--- config.mk ---
export PLATFORM = sky130hd
export DESIGN_NAME = chaos_display_ctrl_flat
export DESIGN_NICKNAME = d
export VERILOG_FILES = /design/src/rtl/chaos_pkg.sv /design/src/rtl/chaos_display_ctrl_if.sv /design/src/rtl/startup_seq.sv /design/src/rtl/chaos_display_ctrl.sv /design/src/flat_wrapper.sv
export SDC_FILE = /design/constraint.sdc
export NUM_CORES = 1
export LEC_CHECK = 0
export BUFFER_PORTS_ARGS = -buffer_cell sky130_fd_sc_hd__buf_2
export CAP_MARGIN = 10
export CELL_PAD_IN_SITES_DETAIL_PLACEMENT = 1
export CELL_PAD_IN_SITES_GLOBAL_PLACEMENT = 2
export CORE_MARGIN = 1.5
export CORE_UTILIZATION = 34
export DETAILED_ROUTE_END_ITERATION = 10
export GPL_ROUTABILITY_DRIVEN = 0
export HOLD_SLACK_MARGIN = 0.12
export PLACE_DENSITY_LB_ADDON = 0.1
export SLEW_MARGIN = 20
export SYNTH_ARGS = -nofsm -noshare
export SYNTH_HDL_FRONTEND = slang
export SYNTH_SLANG_ARGS = --single-unit
--- constraint.sdc ---
create_clock -name CLK -period 1.85 [get_ports CLK]
set_input_delay 0.0925 -clock CLK [delete_from_list [all_inputs] [get_ports CLK]]
set_output_delay 0.0925 -clock CLK [all_outputs]
set_load 0.005 [all_outputs]
--- src/rtl/chaos_pkg.sv ---
// Shared types and default parameter values for the chaos-map display/control front end.
package chaos_pkg;

  // Key-scan FSM states
  typedef enum logic [1:0] {
    IDLE    = 2'd0,
    SCAN    = 2'd1,
    DONE    = 2'd2,
    RELEASE = 2'd3
  } key_state_e;

  localparam int unsigned DEF_NKEYS        = 10;
  localparam int unsigned DEF_COLOR_W      = 1;
  localparam int unsigned DEF_TICK_DIV     = 4194304;
  localparam int unsigned DEF_STARTUP_DISP = 6;
  localparam int unsigned DEF_STARTUP_CALC = 15;
  localparam int unsigned DEF_DEB_FRAMES   = 2;
  localparam int unsigned DEF_RST_CYC      = 4;

endpackage

--- src/rtl/chaos_display_ctrl_if.sv ---
// Pixel, blanking, key and control signals between the environment and the display controller.
interface chaos_display_ctrl_if
  import chaos_pkg::*;
#(
  parameter int unsigned NKEYS   = DEF_NKEYS,
  parameter int unsigned SEL_W   = $clog2(NKEYS),
  parameter int unsigned COLOR_W = DEF_COLOR_W
) ();

  logic               vnotactive;
  logic [NKEYS-1:0]   keys;
  logic [COLOR_W-1:0] pix_r;
  logic [COLOR_W-1:0] pix_g;
  logic [COLOR_W-1:0] pix_b;
  logic [COLOR_W-1:0] red;
  logic [COLOR_W-1:0] green;
  logic [COLOR_W-1:0] blue;
  logic [SEL_W-1:0]   sample_num;
  logic               sel_valid;
  logic               calc_rst_n;
  logic               calc_en;
  logic               disp_en;

  // Environment side: video timing, keys and calculator colour in; display and control out
  modport master (
    output vnotactive, keys, pix_r, pix_g, pix_b,
    input  red, green, blue, sample_num, sel_valid, calc_rst_n, calc_en, disp_en
  );

  // Controller side
  modport slave (
    input  vnotactive, keys, pix_r, pix_g, pix_b,
    output red, green, blue, sample_num, sel_valid, calc_rst_n, calc_en, disp_en
  );

endinterface

--- src/rtl/startup_seq.sv ---
// Post-reset sequencer: divides CLK into ticks and raises disp_en then calc_en at fixed tick counts.
module startup_seq
  import chaos_pkg::*;
#(
  parameter int unsigned TICK_DIV     = DEF_TICK_DIV,
  parameter int unsigned STARTUP_DISP = DEF_STARTUP_DISP,
  parameter int unsigned STARTUP_CALC = DEF_STARTUP_CALC
) (
  input  logic CLK,
  input  logic RST,
  output logic disp_en_o,
  output logic calc_en_o
);

  localparam int unsigned DIV_W = $clog2(TICK_DIV);
  localparam int unsigned CNT_W = $clog2(STARTUP_CALC + 1);

  logic [DIV_W-1:0] div_q, div_d;
  logic [CNT_W-1:0] cnt_q, cnt_d;
  logic             tick_c;
  logic             disp_en_q, disp_en_d;
  logic             calc_en_q, calc_en_d;

  // Tick divider, saturating tick counter and sticky enables
  always_comb begin
    tick_c    = (div_q == DIV_W'(TICK_DIV - 1));
    div_d     = tick_c ? '0 : div_q + DIV_W'(1);
    cnt_d     = cnt_q;
    if (tick_c && (cnt_q != CNT_W'(STARTUP_CALC))) begin
      cnt_d = cnt_q + CNT_W'(1);
    end
    disp_en_d = disp_en_q | (cnt_q >= CNT_W'(STARTUP_DISP));
    calc_en_d = calc_en_q | (cnt_q == CNT_W'(STARTUP_CALC));
  end

  // Sequencer state
  always_ff @(posedge CLK or negedge RST) begin
    if (!RST) begin
      div_q     <= '0;
      cnt_q     <= '0;
      disp_en_q <= 1'b0;
      calc_en_q <= 1'b0;
    end else begin
      div_q     <= div_d;
      cnt_q     <= cnt_d;
      disp_en_q <= disp_en_d;
      calc_en_q <= calc_en_d;
    end
  end

  assign disp_en_o = disp_en_q;
  assign calc_en_o = calc_en_q;

endmodule

--- src/rtl/chaos_display_ctrl.sv ---
// Display/control front end: registered VGA colour, startup enables, and a once-per-blanking
// debounced key scan that selects a sample preset and pulses the calculator reset.
module chaos_display_ctrl
  import chaos_pkg::*;
#(
  parameter int unsigned NKEYS        = DEF_NKEYS,
  parameter int unsigned SEL_W        = $clog2(NKEYS),
  parameter int unsigned COLOR_W      = DEF_COLOR_W,
  parameter int unsigned TICK_DIV     = DEF_TICK_DIV,
  parameter int unsigned STARTUP_DISP = DEF_STARTUP_DISP,
  parameter int unsigned STARTUP_CALC = DEF_STARTUP_CALC,
  parameter int unsigned DEB_FRAMES   = DEF_DEB_FRAMES,
  parameter int unsigned RST_CYC      = DEF_RST_CYC
) (
  input  logic                 CLK,
  input  logic                 RST,
  chaos_display_ctrl_if.slave  bus
);

  localparam int unsigned DEB_W = $clog2(DEB_FRAMES + 1);
  localparam int unsigned RC_W  = $clog2(RST_CYC + 1);

  logic               disp_en, calc_en;
  logic [COLOR_W-1:0] red_q, green_q, blue_q;

  key_state_e         state_q, state_d;
  logic [SEL_W-1:0]   cand_q, cand_d;
  logic [DEB_W-1:0]   deb_q, deb_d;
  logic [DEB_W-1:0]   deb_new_c;
  logic [SEL_W-1:0]   sample_q, sample_d;
  logic               sel_valid_q, sel_valid_d;
  logic [RC_W-1:0]    rc_q, rc_d;
  logic               calc_rst_n_q, calc_rst_n_d;
  logic [SEL_W-1:0]   idx_c;
  logic               any_low_c;

  startup_seq #(
    .TICK_DIV     (TICK_DIV),
    .STARTUP_DISP (STARTUP_DISP),
    .STARTUP_CALC (STARTUP_CALC)
  ) u_startup (
    .CLK       (CLK),
    .RST       (RST),
    .disp_en_o (disp_en),
    .calc_en_o (calc_en)
  );

  // Colour register, updated only once the display is enabled
  always_ff @(posedge CLK or negedge RST) begin
    if (!RST) begin
      red_q   <= '1;
      green_q <= '1;
      blue_q  <= '1;
    end else if (disp_en) begin
      red_q   <= bus.pix_r;
      green_q <= bus.pix_g;
      blue_q  <= bus.pix_b;
    end
  end

  // Priority encoder: lowest-index pressed (low) key wins
  always_comb begin
    idx_c     = '0;
    any_low_c = ~&bus.keys;
    for (int i = int'(NKEYS) - 1; i >= 0; i--) begin
      if (!bus.keys[i]) idx_c = SEL_W'(i);
    end
  end

  // Key FSM next state, debounce bookkeeping and reset-pulse countdown
  always_comb begin
    state_d     = state_q;
    cand_d      = cand_q;
    deb_d       = deb_q;
    sample_d    = sample_q;
    sel_valid_d = 1'b0;
    rc_d        = (rc_q != '0) ? rc_q - RC_W'(1) : rc_q;
    deb_new_c   = (deb_q == DEB_W'(DEB_FRAMES)) ? deb_q : deb_q + DEB_W'(1);
    if (idx_c != cand_q) deb_new_c = DEB_W'(1);

    case (state_q)
      IDLE: begin
        if (bus.vnotactive) state_d = SCAN;
      end
      SCAN: begin
        if (!any_low_c) begin
          deb_d   = '0;
          state_d = DONE;
        end else begin
          cand_d = idx_c;
          if (deb_new_c == DEB_W'(DEB_FRAMES)) begin
            sample_d    = idx_c;
            sel_valid_d = 1'b1;
            rc_d        = RC_W'(RST_CYC);
            deb_d       = '0;
            state_d     = RELEASE;
          end else begin
            deb_d   = deb_new_c;
            state_d = DONE;
          end
        end
      end
      DONE: begin
        if (!bus.vnotactive) state_d = IDLE;
      end
      RELEASE: begin
        if (bus.vnotactive && (&bus.keys)) state_d = DONE;
      end
      default: state_d = IDLE;
    endcase

    calc_rst_n_d = (rc_d == '0);
  end

  // Key FSM and control output registers
  always_ff @(posedge CLK or negedge RST) begin
    if (!RST) begin
      state_q      <= IDLE;
      cand_q       <= '0;
      deb_q        <= '0;
      sample_q     <= '0;
      sel_valid_q  <= 1'b0;
      rc_q         <= '0;
      calc_rst_n_q <= 1'b1;
    end else begin
      state_q      <= state_d;
      cand_q       <= cand_d;
      deb_q        <= deb_d;
      sample_q     <= sample_d;
      sel_valid_q  <= sel_valid_d;
      rc_q         <= rc_d;
      calc_rst_n_q <= calc_rst_n_d;
    end
  end

  assign bus.red        = red_q;
  assign bus.green      = green_q;
  assign bus.blue       = blue_q;
  assign bus.sample_num = sample_q;
  assign bus.sel_valid  = sel_valid_q;
  assign bus.calc_rst_n = calc_rst_n_q;
  assign bus.calc_en    = calc_en;
  assign bus.disp_en    = disp_en;

endmodule

--- src/flat_wrapper.sv ---
// flat-port wrapper written by rule: the top's interface ports become plain ports
module chaos_display_ctrl_flat import chaos_pkg::*;
#(
  parameter int unsigned NKEYS        = DEF_NKEYS,
  parameter int unsigned SEL_W        = $clog2(NKEYS),
  parameter int unsigned COLOR_W      = DEF_COLOR_W,
  parameter int unsigned TICK_DIV     = DEF_TICK_DIV,
  parameter int unsigned STARTUP_DISP = DEF_STARTUP_DISP,
  parameter int unsigned STARTUP_CALC = DEF_STARTUP_CALC,
  parameter int unsigned DEB_FRAMES   = DEF_DEB_FRAMES,
  parameter int unsigned RST_CYC      = DEF_RST_CYC
)
  (CLK, RST, bus_vnotactive, bus_keys, bus_pix_r, bus_pix_g, bus_pix_b, bus_red, bus_green, bus_blue, bus_sample_num, bus_sel_valid, bus_calc_rst_n, bus_calc_en, bus_disp_en);
  chaos_display_ctrl_if #(.NKEYS(NKEYS), .SEL_W(SEL_W), .COLOR_W(COLOR_W)) bus_i ();
  input  logic CLK;
  input  logic RST;
  input wire logic [$bits(bus_i.vnotactive)-1:0] bus_vnotactive;
  input wire logic [$bits(bus_i.keys)-1:0] bus_keys;
  input wire logic [$bits(bus_i.pix_r)-1:0] bus_pix_r;
  input wire logic [$bits(bus_i.pix_g)-1:0] bus_pix_g;
  input wire logic [$bits(bus_i.pix_b)-1:0] bus_pix_b;
  output wire logic [$bits(bus_i.red)-1:0] bus_red;
  output wire logic [$bits(bus_i.green)-1:0] bus_green;
  output wire logic [$bits(bus_i.blue)-1:0] bus_blue;
  output wire logic [$bits(bus_i.sample_num)-1:0] bus_sample_num;
  output wire logic [$bits(bus_i.sel_valid)-1:0] bus_sel_valid;
  output wire logic [$bits(bus_i.calc_rst_n)-1:0] bus_calc_rst_n;
  output wire logic [$bits(bus_i.calc_en)-1:0] bus_calc_en;
  output wire logic [$bits(bus_i.disp_en)-1:0] bus_disp_en;
  assign bus_i.vnotactive = bus_vnotactive;
  assign bus_i.keys = bus_keys;
  assign bus_i.pix_r = bus_pix_r;
  assign bus_i.pix_g = bus_pix_g;
  assign bus_i.pix_b = bus_pix_b;
  assign bus_red = bus_i.red;
  assign bus_green = bus_i.green;
  assign bus_blue = bus_i.blue;
  assign bus_sample_num = bus_i.sample_num;
  assign bus_sel_valid = bus_i.sel_valid;
  assign bus_calc_rst_n = bus_i.calc_rst_n;
  assign bus_calc_en = bus_i.calc_en;
  assign bus_disp_en = bus_i.disp_en;
  chaos_display_ctrl #(.NKEYS(NKEYS), .SEL_W(SEL_W), .COLOR_W(COLOR_W), .TICK_DIV(TICK_DIV), .STARTUP_DISP(STARTUP_DISP), .STARTUP_CALC(STARTUP_CALC), .DEB_FRAMES(DEB_FRAMES), .RST_CYC(RST_CYC)) u_core (.CLK(CLK), .RST(RST), .bus(bus_i));
endmodule
; Yosys cells after proc, flatten, opt, wreduce, memory -nomap -nowiden
; Cells that the tools add are included.
[word_totals]
ff_bits = 48
in_bits = 16
out_inout_bits = 11
elab_cells = 71
[classes]
addsub = 4
order_cmp = 1
eq_ne = 12
mux = 28
bitwise_logic = 3
reduce_logical = 9
[op_table]
columns = cell, count
row1 = 2-to-1 mux 4 bit, 10
row2 = "adder 22 x 1 -> 22 bit, second input constant", 1
row3 = "== test 22 bit, second input constant", 1
row4 = 2-to-1 mux 22 bit, 1
row5 = 2-to-1 mux 2 bit, 8
row6 = 2-to-1 mux 3 bit, 4
row7 = AND reduction 10 bit, 1
row8 = "== test 2 bit, second input constant", 4
row9 = one-hot mux 2 bit (4 select lines), 1
row10 = AND reduction 3 bit, 2
row11 = "adder 4 x 1 -> 4 bit, second input constant", 1
row12 = "== test 4 bit, second input constant", 1
row13 = ">= comparator 4 x 3 -> 1 bit, second input constant", 1
row14 = 2-to-1 mux 1 bit, 4
row15 = "!= test 2 bit, second input constant", 2
row16 = != test 4 bit, 1
row17 = "!= test 4 bit, second input constant", 1
row18 = zero test 3 bit, 1
row19 = nonzero test 3 bit, 1
row20 = "subtractor 3 x 1 -> 3 bit, second input constant", 1
row21 = "adder 2 x 1 -> 2 bit, second input constant", 1
row22 = "== test 2 x 1 -> 1 bit, second input constant", 1
row23 = logical AND 1 bit, 2
row24 = zero test 2 bit, 1
row25 = 4 further kinds, 5

; Logic depth before layout (Yosys ltp)
[logic_depth]
depth_word = 17
depth_mapped = 7

; By module
; Synthesis repeated with hierarchy kept, for this count alone.
[unflattened]
cells_unflattened = 235
area_unflattened_um2 = 2532.4
[modules_own_cells]
columns = mod, n_inst, cells_each, area_each_um2
row1 = startup_seq, 1, 124, 1372.6
row2 = chaos_display_ctrl, 1, 111, 1159.9

; Least setup slack after synthesis
; No wires, ideal clock.
[synth_timing]
path_type = register -> register
startpoint = reg u_core.cand_q[0]
endpoint = reg u_core.sample_q[0] (netlist: u_core.bus.sample_num[0])
setup_ps = 125
t_arrival_ps = 1863
required_ps = 1725
path_slack_ps = -138
path_stages_with_launch = 6
path_cell_list = dfrtp_1 -> and3b_1 -> a2111oi_2 -> o211ai_2 -> nor4_4 -> mux2_2
[synth_between]
elab_chain_len = 4
[synth_lines]
columns = item, line_no
row1 = start: declaration, chaos_display_ctrl.sv:27  ; logic [SEL_W-1:0] cand_q, cand_d;
row2 = start signal: assignment, chaos_display_ctrl.sv:127  ; cand_q <= cand_d;
row3 = != test 4 bit, chaos_display_ctrl.sv:79  ; if (idx_c != cand_q) deb_new_c = DEB_W'(1);
row4 = 2-to-1 mux 2 bit, chaos_display_ctrl.sv:79
row5 = == test 2 bit, chaos_display_ctrl.sv:91  ; if (deb_new_c == DEB_W'(DEB_FRAMES)) begin
row6 = AND reduction 3 bit (no line), --
row7 = end signal: assignment, chaos_display_ctrl.sv:129  ; sample_q <= sample_d;
row8 = end: declaration, chaos_display_ctrl.sv:30  ; logic [SEL_W-1:0] sample_q, sample_d;
; Every way passes these cells.
; A chain may end at the register's enable or synchronous reset.

; Worst setup path in the final report
[layout_timing]
startpoint = reg u_core.cand_q[0]
endpoint = reg u_core.sample_q[3] (netlist: u_core.bus.sample_num[3])
; Same word-level chain as after synthesis.

==> reports/qor.csv <==
metric,value,unit
post-synthesis mux area share,0.0417,
maximum clock rate,517,MHz
met1 wire length,2.69,mm
slew margin rel.,0.510,
grt ovf,0,
"Hold Violations, Final",0,
Yosys top cell area share,0.453,
Fin Hold WS,0.197,ns
Synth async-reset ratio,1.00,
CTS Buf Count,5,
H-tree levels,2,
fin. max-slew vios,0,
share of layout cells above drive strength 1,0.297,
vias per cell,4.82,
Die W,87.6,um
minimum clock period,1.93,ns
outcome,"finished, violations left",
Syn Nets,255,
cell area power density,924,nW/um2
period utilisation layout,1.05,
Area contributors post-synth,"dfrtp_1, dfstp_2, mux2_2",
post-place setup slack,-0.156,ns
clk slew on worst S/H paths,0.08,ns
dpl hpwl,3.99,mm
CTS tree,done,
Critical Path RT,2.03,ns
Synth Register Bits,48,
initial core utilization,0.354,
Top Layer Used,met4,
maximum number of pins on one net before global-route repair,32,
Worst-Skew Late Latency,0.30,ns
core footprint,6870,um2
Pre-antenna DRT Iters,4,
final worst slack,-0.0843,ns
"Avg Cell Area, Syn",10.5,um2
Via Count,1909,
pin slew with the least headroom to its limit,0.735,ns
flop2flop setup slack,-0.08,ns
Port-buffer cells,26,
"Core Util, Final",0.450,
Synth Area in Adders,0.0360,
Rows,30,
Syn. warnings,0,
met2 wire length,2.58,mm
Max Fanout on Critical Path,6,
"Distinct cells, synth",45,
Post-Synthesis Cells,232,
main combinational cell family by area after synthesis,simple AND/OR/NAND/NOR gates,
DRC,0,
die footprint,7670,um2
Antenna Cells,0,
first-pass GRT wire length,9.42,mm
vias in the first global route,2020,
Routed met3 length,135,um
HP Class,in -> reg,
Worst Setup Path Type,reg -> reg,
endpoints failing setup,5,
Pleak,1.49,nW
Layout area overhead,27.1,%
Root Driver,clkbuf_8,
complex-gate fraction of the synthesized area,0.0993,
Max-cap violations,0,
dominant cell type by area after synthesis,dfrtp_1,
Sink Count,48,
Worst VDD drop,392,uV
sequential element share of the synthesized area,0.496,
DR WL/cell,13.7,um
final clock skew,0.0113,ns
ys flop type,dfrtp_1,
Worst Setup End Kind,register,
GRT Overall Usage,0.157,
CTS max path bufs,2,
IO Pins,27,
simple-gate share of the synthesized area,0.226,
Mapped Area,2430,um2
chip height,87.6,um
WP data arrival,2.12,ns
Post-synth EDFFs,0,
initial antenna violation count,0,
xor and xnor area share after synthesis,0.0756,
fin nets,322,
drt initial violations,39,
CP Launch Type,register,
final antenna-violating net count,0,
RSZ-0062 raised after global routing,yes,
failing checks,negative setup slack,
Routed WL,5.44,mm
-- what timing repair did --
item | 4_1_cts | 5_1_grt
hold buffers | 5 | 0
gates resized for setup | 4 | 4
setup endpoints to repair | 10 | 15
setup buffers | 1 | 5
pin swaps | 1 | 4
endpoints found under the hold margin | 29 | 0
-- where the power goes --
part / internal [mW] / switching (mW) / total (mW)
clock network: 0.304 / 0.348 / 0.653
logic: 0.446 / 0.443 / 0.889
registers: 1.20 / 0.113 / 1.31
total: 1.95 / 0.904 / 2.86
-- worst paths after layout --
check	to	from	cells after the start
worst max-delay path	u_core.bus.sample_num[3]$_DFFE_PN0P_	u_core.cand_q[0]$_DFFE_PN0P_	6
worst min register to register	u_core.u_startup.div_q[16]$_DFF_PN0_	u_core.u_startup.div_q[16]$_DFF_PN0_	1
max in group asynchronous	u_core.u_startup.cnt_q[3]$_DFFE_PN0P_	RST	3
worst min-delay path	u_core.cand_q[3]$_DFFE_PN0P_	bus_keys[9]	4
worst max register to register	u_core.bus.sample_num[3]$_DFFE_PN0P_	u_core.cand_q[0]$_DFFE_PN0P_	6
min in group asynchronous	u_core.u_startup.div_q[19]$_DFF_PN0_	RST	2
-- cell usage after synthesis (all sizes together) (2+ instances only) --
cell type  number
and4            6
nor3            3
dfrtp          44
a211oi          2
a31oi           4
nand3          11
o41ai           2
o32ai           2
nor2b           4
nand2          17
nand4           6
dfstp           4
nand2b          5
o21ai           9
nor4b           2
or2             2
and3b           2
and2            7
ha              7
xor2           10
and3            3
nor2           20
nor3b           2
a21oi           5
mux2            9
xnor2          11
or3             2
nor4            3
inv            14
-- stage by stage --
step | TNS [ns] | power (mW) | cell area (um2) | cells
CTS | -0.425 | 2.90 | 3040 | 391
floorplan | -0.225 | 1.83 | 2440 | 232
global placement | -0.457 | 2.17 | 2870 | 377
detailed placement | -0.787 | 2.19 | 2870 | 377
global route | -1.53 | 3.08 | 3090 | 396
finish | -0.353 | 2.86 | 3090 | 396
-- worst max-delay path, stage by stage, from the launching register on --
cell and delay (ns):
dfrtp_2 0.46, and3b_1 0.22, a2111oi_4 0.21, o211ai_2 0.20, buf_4 0.19, o41ai_2 0.30
o2bb2a_1 0.24
-- cells in the final DEF, fill, tap and decap left out, drive strengths merged, types with 3 or more instances in the layout --
master / netlist / routed
dlygate4sd3: 0 / 5
nor2b: 4 / 4
and4: 6 / 6
nand4: 6 / 6
nand2: 17 / 17
dfrtp: 44 / 44
o21ai: 9 / 9
mux2: 9 / 9
and3: 3 / 3
nor3: 3 / 3
buf: 1 / 57
inv: 14 / 14
a31oi: 4 / 4
and2: 7 / 7
nand3: 11 / 11
xnor2: 11 / 11
ha: 7 / 7
nor2: 20 / 20
dfstp: 4 / 4
clkbuf: 1 / 7
nand2b: 5 / 5
a21oi: 5 / 5
xor2: 10 / 10
nor4: 3 / 3
-- state kept, by name, summed over array words and instances (netlist names), 2 cells and up --
| signal | count |
|---|---|
| u_core.rc_q | 3 |
| u_core.deb_q | 2 |
| u_core.u_startup.cnt_q | 4 |
| u_core.bus.sample_num | 4 |
| u_core.cand_q | 4 |
| u_core.state_q | 2 |
| u_core.u_startup.div_q | 22 |
-- metal layers --
layer / vias to the layer above / GRT usage
li1: 956 / -
met1: 929 / 0.205
met2: 20 / 0.264
met3: 4 / 0.0330
met4: 0 / 0.0433
met5: - / 0
-- cells by family (layout without fill, tap and decap cells) --
kind of cell,count (synthesis),after routing
AND/OR/NAND/NOR,97,97
flip-flops,48,48
AO/OA/AOI/OAI,34,34
XOR/XNOR,21,21
buffers and inverters,16,84
multiplexers,9,9
adder cells (fa/ha/maj),7,7
-- final cells by class --
| cell class | count | area, um2 |
|---|---|---|
| repair buffers | 62 | 413 |
| flip-flops and latches | 48 | 1210 |
| clock buffers | 7 | 86.3 |
| clock inverters | 1 | 7.51 |
| multi-input cells | 168 | 1200 |
| well taps | 96 | 120 |
| fillers | 781 | 3780 |
| inverters | 14 | 52.6 |
Note: power is estimated with default switching activity, not from simulation.
